**config.mk**
```make
export PLATFORM = sky130hd
export DESIGN_NAME = mem_stage_lsu
export DESIGN_NICKNAME = d
export VERILOG_FILES = /design/src/rtl/mem_pkg.sv /design/src/rtl/mem_lane_align.sv /design/src/rtl/mem_stage_lsu.sv
export SDC_FILE = /design/constraint.sdc
export NUM_CORES = 1
export LEC_CHECK = 0
export BUFFER_PORTS_ARGS = -buffer_cell sky130_fd_sc_hd__buf_2
export CORE_AREA = 2 2 122 124
export DETAILED_ROUTE_END_ITERATION = 6
export DIE_AREA = 0 0 124 126
export PLACE_DENSITY = 0.45
export REMOVE_ABC_BUFFERS = 1
export SYNTH_ARGS = -nofsm -noshare
export SYNTH_HDL_FRONTEND = slang
export SYNTH_SLANG_ARGS = --single-unit
```
**constraint.sdc**
```tcl
create_clock -name clk -period 6.2 [get_ports clk]
set_input_delay 1.24 -clock clk [delete_from_list [all_inputs] [get_ports clk]]
set_output_delay 1.24 -clock clk [all_outputs]
set_load 0.01 [all_outputs]
```
**src/rtl/mem_pkg.sv**
```systemverilog
`default_nettype none
// +----------------------------------------------------------------------------+
// | Module      : mem_pkg                                                      |
// | Description : Shared encodings for the MIPS memory stage: access-size      |
// |               codes, handshake FSM states and pipeline bus widths.         |
// | Revision    : 1.0 - initial release                                        |
// +----------------------------------------------------------------------------+
package mem_pkg;

    // Access size field encodings carried on the EXE->MEM bus
    localparam logic [1:0] SZ_B = 2'b00;
    localparam logic [1:0] SZ_H = 2'b01;
    localparam logic [1:0] SZ_W = 2'b10;

    // Pipeline bus widths
    localparam int EXE_MEM_W = 107;
    localparam int MEM_WB_W  = 70;

    // Memory-stage handshake states
    typedef enum logic [1:0] {
        ST_IDLE = 2'd0,
        ST_WAIT = 2'd1,
        ST_DONE = 2'd2
    } state_t;

endpackage
`default_nettype wire

```
**src/rtl/mem_lane_align.sv**
```systemverilog
`default_nettype none
// +----------------------------------------------------------------------------+
// | Module      : mem_lane_align                                               |
// | Description : Purely combinational byte-lane logic. Produces store lane    |
// |               enables and replicated store data, extracts and extends      |
// |               load data, and flags misaligned half/word accesses.          |
// | Revision    : 1.0 - initial release                                        |
// +----------------------------------------------------------------------------+
module mem_lane_align
    import mem_pkg::*;
(
    input  logic [1:0]  i_size,
    input  logic [1:0]  i_addr_lo,
    input  logic        i_sign,
    input  logic [31:0] i_store_data,
    input  logic [31:0] i_rdata,
    output logic [3:0]  o_lane_en,
    output logic [31:0] o_wdata,
    output logic [31:0] o_load_data,
    output logic        o_mis
);

    logic [7:0]  w_byte;
    logic [15:0] w_half;

    assign w_byte = i_rdata[{i_addr_lo, 3'b000} +: 8];
    assign w_half = i_addr_lo[1] ? i_rdata[31:16] : i_rdata[15:0];

    // Misalignment: halves need an even address, words a 4-byte aligned one
    always_comb begin
        o_mis = 1'b0;
        if (i_size == SZ_H)
            o_mis = i_addr_lo[0];
        else if (i_size == SZ_W)
            o_mis = (i_addr_lo != 2'b00);
    end

    // Store side: lane enables and lane-replicated write data
    always_comb begin
        o_lane_en = 4'b1111;
        o_wdata   = i_store_data;
        case (i_size)
            SZ_B: begin
                o_lane_en = 4'b0001 << i_addr_lo;
                o_wdata   = {4{i_store_data[7:0]}};
            end
            SZ_H: begin
                o_lane_en = i_addr_lo[1] ? 4'b1100 : 4'b0011;
                o_wdata   = {2{i_store_data[15:0]}};
            end
            default: begin
                o_lane_en = 4'b1111;
                o_wdata   = i_store_data;
            end
        endcase
    end

    // Load side: pick the addressed lane and zero/sign extend
    always_comb begin
        o_load_data = i_rdata;
        case (i_size)
            SZ_B:    o_load_data = {{24{i_sign & w_byte[7]}}, w_byte};
            SZ_H:    o_load_data = {{16{i_sign & w_half[15]}}, w_half};
            default: o_load_data = i_rdata;
        endcase
    end

endmodule
`default_nettype wire

```
**src/rtl/mem_stage_lsu.sv**
```systemverilog
`default_nettype none
// +----------------------------------------------------------------------------+
// | Module      : mem_stage_lsu                                                |
// | Description : MIPS memory stage between EXE and WB. Sub-word load/store    |
// |               decode, misalignment flagging, byte-lane data-memory drive   |
// |               and a parametrised load-latency handshake FSM.               |
// |               Optional macro MEM_LOAD_CAPTURE_EN registers extracted load  |
// |               data at completion (result appears one cycle later).        |
// | Revision    : 1.0 - initial release                                        |
// +----------------------------------------------------------------------------+
module mem_stage_lsu
    import mem_pkg::*;
#(
    parameter int LOAD_LAT = 1,
    parameter int CNT_W    = 3
)
(
    input  logic                 clk,
    input  logic                 rst,
    input  logic                 MEM_valid,
    input  logic [EXE_MEM_W-1:0] EXE_MEM_bus_r,
    input  logic [31:0]          dm_rdata,
    output logic [31:0]          dm_addr,
    output logic [3:0]           dm_wen,
    output logic [31:0]          dm_wdata,
    output logic                 MEM_over,
    output logic                 MEM_exc,
    output logic [MEM_WB_W-1:0]  MEM_WB_bus,
    output logic [31:0]          MEM_pc
);

    localparam logic [CNT_W-1:0] c_CNT_INIT = CNT_W'((LOAD_LAT > 0) ? LOAD_LAT - 1 : 0);
`ifdef MEM_LOAD_CAPTURE_EN
    localparam logic c_CAPTURE = 1'b1;
`else
    localparam logic c_CAPTURE = 1'b0;
`endif

    // EXE->MEM bus fields
    logic        w_ld;
    logic        w_st;
    logic [1:0]  w_size;
    logic        w_sign;
    logic [31:0] w_sd;
    logic [31:0] w_alu;
    logic        w_rf_wen;
    logic [4:0]  w_rf_wdest;
    logic [31:0] w_pc;

    assign w_ld       = EXE_MEM_bus_r[106];
    assign w_st       = EXE_MEM_bus_r[105];
    assign w_size     = EXE_MEM_bus_r[104:103];
    assign w_sign     = EXE_MEM_bus_r[102];
    assign w_sd       = EXE_MEM_bus_r[101:70];
    assign w_alu      = EXE_MEM_bus_r[69:38];
    assign w_rf_wen   = EXE_MEM_bus_r[37];
    assign w_rf_wdest = EXE_MEM_bus_r[36:32];
    assign w_pc       = EXE_MEM_bus_r[31:0];

    logic [3:0]  w_lane_en;
    logic [31:0] w_load_data;
    logic [31:0] w_load_result;
    logic        w_mis;
    logic        w_load_ok;

    mem_lane_align u_align (
        .i_size       (w_size),
        .i_addr_lo    (w_alu[1:0]),
        .i_sign       (w_sign),
        .i_store_data (w_sd),
        .i_rdata      (dm_rdata),
        .o_lane_en    (w_lane_en),
        .o_wdata      (dm_wdata),
        .o_load_data  (w_load_data),
        .o_mis        (w_mis)
    );

    // Only aligned loads have to wait for the memory
    assign w_load_ok = w_ld & ~w_mis;

    state_t           r_state;
    state_t           w_next_state;
    logic [CNT_W-1:0] r_cnt;
    logic [CNT_W-1:0] w_next_cnt;
    logic             w_over_raw;
    logic             w_store_fire;

    // State and load-wait counter registers
    always_ff @(posedge clk) begin
        if (rst) begin
            r_state <= ST_IDLE;
            r_cnt   <= '0;
        end else begin
            r_state <= w_next_state;
            r_cnt   <= w_next_cnt;
        end
    end

    // Next-state, counter and completion/store-strobe decode
    always_comb begin
        w_next_state = r_state;
        w_next_cnt   = r_cnt;
        w_over_raw   = 1'b0;
        w_store_fire = 1'b0;
        case (r_state)
            ST_IDLE: begin
                if (MEM_valid) begin
                    w_store_fire = w_st & ~w_mis;
                    if (!w_load_ok) begin
                        w_over_raw   = 1'b1;
                        w_next_state = ST_DONE;
                    end else if (LOAD_LAT == 0) begin
                        // Data already valid; with capture it shows next cycle
                        w_over_raw   = ~c_CAPTURE;
                        w_next_state = ST_DONE;
                    end else begin
                        w_next_state = ST_WAIT;
                        w_next_cnt   = c_CNT_INIT;
                    end
                end
            end
            ST_WAIT: begin
                if (!MEM_valid) begin
                    // Flush: abandon the load silently
                    w_next_state = ST_IDLE;
                    w_next_cnt   = '0;
                end else if (r_cnt == '0) begin
                    w_over_raw   = ~c_CAPTURE;
                    w_next_state = ST_DONE;
                end else begin
                    w_next_cnt   = r_cnt - 1'b1;
                end
            end
            ST_DONE: begin
                if (MEM_valid)
                    w_over_raw   = 1'b1;
                else
                    w_next_state = ST_IDLE;
            end
            default: begin
                w_next_state = ST_IDLE;
                w_next_cnt   = '0;
            end
        endcase
    end

`ifdef MEM_LOAD_CAPTURE_EN
    logic [31:0] r_load_q;
    logic        w_cap_load;

    // Completion edge of an aligned load: immediate (LOAD_LAT=0) or end of WAIT
    assign w_cap_load = MEM_valid & ~rst &
                        (((r_state == ST_IDLE) & w_load_ok & (LOAD_LAT == 0)) |
                         ((r_state == ST_WAIT) & (r_cnt == '0)));

    // Capture extracted load data at completion and hold it through DONE
    always_ff @(posedge clk) begin
        if (rst)
            r_load_q <= '0;
        else if (w_cap_load)
            r_load_q <= w_load_data;
    end

    assign w_load_result = w_load_ok ? r_load_q : w_load_data;
`else
    assign w_load_result = w_load_data;
`endif

    // Reset overrides completion and store strobes in the same cycle
    assign MEM_over   = w_over_raw & ~rst;
    assign dm_wen     = (w_store_fire & ~rst) ? w_lane_en : 4'b0000;
    assign dm_addr    = w_alu;
    assign MEM_exc    = w_mis & (w_ld | w_st);
    assign MEM_pc     = w_pc;
    assign MEM_WB_bus = {w_rf_wen & ~(w_ld & w_mis), w_rf_wdest,
                         (w_ld ? w_load_result : w_alu), w_pc};

endmodule
`default_nettype wire

```
# ---- Word-level counts from Yosys, hierarchy flattened
# Index checks and enable logic that the tools add are counted.
dict set report totals {
  ff_bits 5
  output_inout_bits 172
  inputBits 142
  wordCells 62
}
dict set report op_classes {
  n_mux 28
  addsub 1
  eq_ne 9
  n_reduce_logical 6
  shifts 2
  bitwise 14
}
# operator n
set op_table {}
lappend op_table {{one-hot mux 32 bit (2 select lines)} 2}
lappend op_table {{two-way mux 32 bit} 1}
lappend op_table {{indexed part select 32 x 6 -> 8 bit} 1}
lappend op_table {{two-way mux 16 bit} 1}
lappend op_table {{two-way mux 3 bit} 4}
lappend op_table {{two-way mux 2 bit} 5}
lappend op_table {{AND 1 bit} 9}
lappend op_table {{two-way mux 1 bit} 9}
lappend op_table {{one-hot mux 3 bit (3 select lines)} 1}
lappend op_table {{two-way mux 4 bit} 2}
lappend op_table {{one-hot mux 4 bit (2 select lines)} 1}
lappend op_table {{inequality test 2 bit, second input constant} 3}
lappend op_table {{inequality test 3 bit, second input constant} 2}
lappend op_table {{one-hot mux 2 bit (3 select lines)} 1}
lappend op_table {{equality test 2 x 1 -> 1 bit, second input constant} 2}
lappend op_table {{equality test 2 bit, second input constant} 2}
lappend op_table {{zero test 2 bit} 2}
lappend op_table {{NOT 1 bit} 4}
lappend op_table {{AND reduction 4 bit} 1}
lappend op_table {{left shift 1 x 2 -> 4 bit, first input constant} 1}
lappend op_table {{zero test 3 bit} 1}
lappend op_table {{one-hot mux 1 bit (3 select lines)} 1}
lappend op_table {{AND reduction 3 bit} 1}
lappend op_table {{subtractor 3 x 1 -> 3 bit, second input constant} 1}
lappend op_table {{2 further kinds} 2}

# ---- Depth between registers and ports, before layout
dict set report logic_depth {
  depth_word 9
  depth_mapped 7
  ltp_nobuf 7
}

# ---- Hierarchy
# From an unflattened synthesis, not the netlist that was laid out.
dict set report unflattened {
  hier_cells 363
  hier_area_um2 2736.4
}
# mod seq_area_each_um2 n_inst cells_per_inst area_each_um2
set modules_own_cells {}
lappend modules_own_cells {mem_stage_lsu 100.1 1 172 1475.2}
lappend modules_own_cells {mem_lane_align 0.0 1 191 1261.2}

# ---- Worst setup path before layout
# No wires, ideal clock.
dict set report synth_path {
  path_kind {input to output}
  start {in EXE_MEM_bus_r[39]}
  end {out MEM_WB_bus[53]}
  slack_ps 2449
  arrival_ps 2511
  required_ps 4960
  path_stages 6
  n_path_buf 2
  cell_sequence {buf_6 > mux4_2 > nand2_2 > a211oi_4 > buf_6 > a221o_1}
}
dict set report synth_via {
  elab_chain_len 4
  word_cells_on_any_way 6
  classes_between {1 x shift; 3 x mux; 2 x bitwise}
}
# item line
set synth_lines {}
lappend synth_lines {{start: declaration} mem_stage_lsu.sv:21} ;# input logic [EXE_MEM_W-1:0] EXE_MEM_bus_r,
lappend synth_lines {{indexed part select 32 x 6 -> 8 bit / two-way mux 16 bit (equally long branches)} {mem_lane_align.sv:26, mem_lane_align.sv:27}}
lappend synth_lines {{AND 1 bit (on tied branches)} {mem_lane_align.sv:62, mem_lane_align.sv:63}}
lappend synth_lines {{one-hot mux 32 bit (2 select lines) (*)} mem_lane_align.sv:61} ;# case (i_size)
lappend synth_lines {{two-way mux 32 bit (*)} mem_stage_lsu.sv:176} ;# (w_ld ? w_load_result : w_alu), w_pc};
lappend synth_lines {{end: declaration} mem_stage_lsu.sv:28} ;# output logic [MEM_WB_W-1:0] MEM_WB_bus,
# Every way passes the cells marked *; elsewhere a longest branch is shown, timed or not.

# ---- Worst setup path in the final report
dict set report layout_path {
  start {in EXE_MEM_bus_r[104]}
  end {out MEM_WB_bus[38]}
}
dict set report layout_via {
  elab_chain_len 3
  word_cells_on_any_way 4
  classes_between {1 x eq/ne; 2 x mux; 1 x reduce/logical}
}
# item line
set layout_lines {}
lappend layout_lines {{equality test 2 x 1 -> 1 bit / zero test 2 bit (equally long branches)} mem_lane_align.sv:61}
lappend layout_lines {{one-hot mux 32 bit (2 select lines) (*)} mem_lane_align.sv:61}
lappend layout_lines {{two-way mux 32 bit (*)} mem_stage_lsu.sv:176}
# Marks and branches as above.

==> impl_results.md <==
- Top cells by area, synth: buf_4 (34%), mux2_2 (11%), a221o_1 (6.6%)
- Clock power frac: about 28%
- Switch share: between 30% and 40%
- CTS Hold Buffers Added: 0
- Vias per inst: approximately 4.8
- Number of core rows: 44
- Internal: between 200 and 250 uW
- Max Cap Viol: 0
- Setup crit end kind: output pin
- First-pass GRT wire length: 18.4 mm
- Pleak: around 1.4 nW
- # IOs: 314
- Final Net Count: around 560
- Die height: about 130 um
- Number of setup buffers added after CTS: 0
- Register bit total from synthesis: 5
- Clk slew on worst S/H paths: about 0.030 ns
- TritonCTS clock tree: built
- Placed instance area: approximately 2800 um^2
- Netlist cell types: 44
- Remaining antenna violation count after routing: 0
- Status: complete, no violations
- Port bufs: a little over 200
- Worst min path class: reg2reg
- Routed length per placed instance: around 23 um
- Top cell type's share of synthesized area: 34.2%
- Syn-to-layout area delta: 19.1%
- Clock Sinks: 5
- Slew headroom: 31.3%
- Net Sw Power: 145 uW
- Hold slack: ~0.5 ns
- Detailed placement HPWL: roughly 12 mm
- Gate power share: between 60 and 70%
- Post-Syn Area: around 2400 um^2
- Largest net degree at the start of global routing: 36
- Vias in the first global route: between 2000 and 3000
- Share of layout cells above drive strength 1: 58.8%
- Clk root buf: clkbuf_16
- Most frequent cells in the layout: buf_2 (207), nor2_1 (27), mux2_2 (23), a221o_1 (16)
- Clock Skew: ~0.0017 ns
- CP max FO: 15
- Sequential-to-total area share from yosys stat: approximately 4.1%
- Core Area: 14300 um^2
- Final min period: 4.59 ns
- GRT Total Usage: between 10% and 20%
- Final Cycle Share: between 70% and 80%
- Pwr/cell area: 126 nW/um^2
- Commonest non-fill, non-tap cell in the layout: buf_2
- Congestion Overflow GR: 0
- Non-filler cells, final: about 600
- FMAX: 218 MHz
- Crit start category: primary input
- Max Slew Vio Count: 0
- Final Cell Area: 2880 um^2
- CTS HTree Levels: 1
- GPL Wtd Cong: between 0.7 and 0.8
- Initial DRC count: between 200 and 250
- Post-Route WL: around 14 mm
- CP required: 4.96 ns
- Drt pass-1 iters: 5
- Post-cts resize count: 0
- Dpl cells: a little under 600
- Pwr Total: 363 uW
- DRC Markers: 0
- Deepest clock path buffer count: 2
- Initial antenna violation count: 2
- Sum Neg Setup Slack: 0 ns
- Fin. Hold Viols: 0
- Maximum vdd drop: between 200 and 250 uV
- Die X: about 120 um
- Syn Inst Count: 328
- Die area: approximately 16000 um^2
- CP Class: in2out
- Synth area leader: buf_4
- Vias: approximately 2900
- CP Data Arrival Time: about 3.4 ns
- Final setup viols: 0
- Starting density of the core: 16.9%
- Pin slew with the least headroom to its limit: 1.03 ns
- Mean post-synth cell area: roughly 7.4 um^2
- CTS buffer count: 3
- RSZ-0062 raised after global routing: no
- Reg power frac: 9.3%
- Yosys Warn Count: 0
- Clock Latency Late Sink: about 0.22 ns
[sequential cells by signal, summed over array words and instances, names as in the netlist]
name     cells
r_state      2
r_cnt        3
[metal layers]
layer | share of wire, % | up-vias | GRT usage [%]
li1 | - | 1258 | -
met3 | 19 | 9 | 13.5
met4 | 0.24 | 4 | 0.925
met1 | 43 | 1326 | 21.3
met5 | 1.0 | - | 8.88
met2 | 37 | 254 | 20.7
[cells in the mapped netlist, drive strengths merged]
cell and n:
a222oi 6, o2111a 2, a221o 16, or4bb 1, nor2b 2, a211oi 3, a21o 2, clkinv 2
mux2 24, o22ai 2, a2111o 1, o21a 1, a31o 1, clkbuf 15, a31oi 13, a21oi 11
xor2 1, o21ai 15, a22oi 8, a211o 1, a22o 8, nor3 4, buf 115, dfxtp 5
and3b 1, a21boi 1, inv 7, mux2i 9, and2 1, nand2 15, nand2b 3, ha 2
mux4 1, nand3 2, nor2 27
[cells by family after synthesis]
logic type | Yosys count | share of synthesized area (%)
DFF | 5 | 4.15
muxes | 34 | 15.9
and+or+nand+nor | 56 | 10.3
buffers and inverters | 139 | 39.4
adders and majority gates | 2 | 1.04
AOI/OAI and AO/OA | 91 | 28.9
xor gates and xnor gates | 1 | 0.363
[metrics by stage]
stage          util, %  setup slack [ns]
2_1_floorplan        -              2.55
3_3_place_gp      19.5              1.63
3_5_place_dp      19.5              1.60
4_1_cts           20.1              1.59
5_1_grt           20.1              1.42
6_report          20.1              1.61
[area by class of cell]
type                       instances  area [um^2]
inverter                           9         33.8
multi-input combinational        184         1360
timing repair buffer             211         1070
clock buffer                       4         78.8
antenna                            2         5.00
sequential                         5          100
tap                              184          230
fill                            1652        11400
[path summary, 6_finish.rpt]
check / from / endpoint / slack, ns / depth (start not counted)
worst max-delay path: EXE_MEM_bus_r[104] / MEM_WB_bus[38] / 1.61 / 6
worst min register to register: r_cnt[1] / r_cnt[1] / 0.50 / 2
worst min-delay path: r_cnt[1] / r_cnt[1] / 0.50 / 2
worst max register to register: r_cnt[0] / r_cnt[0] / 4.55 / 7
[power groups by stage]
stage	Combinational, mW	Clock, mW	Sequential [mW]
2_1_floorplan	0.0908	0	0.0340
3_3_place_gp	0.227	0	0.0341
3_5_place_dp	0.227	0	0.0342
4_1_cts	0.228	0.106	0.0337
5_1_grt	0.247	0.109	0.0339
6_report	0.226	0.103	0.0337
[critical path: stages]
cell and delay (ns):
buf_2 0.22, nor2_1 0.82, and2_1 0.55, a222oi_1 0.19, a21oi_1 0.17, buf_2 0.15
No activity file was read; power rests on OpenSTA's default activity.
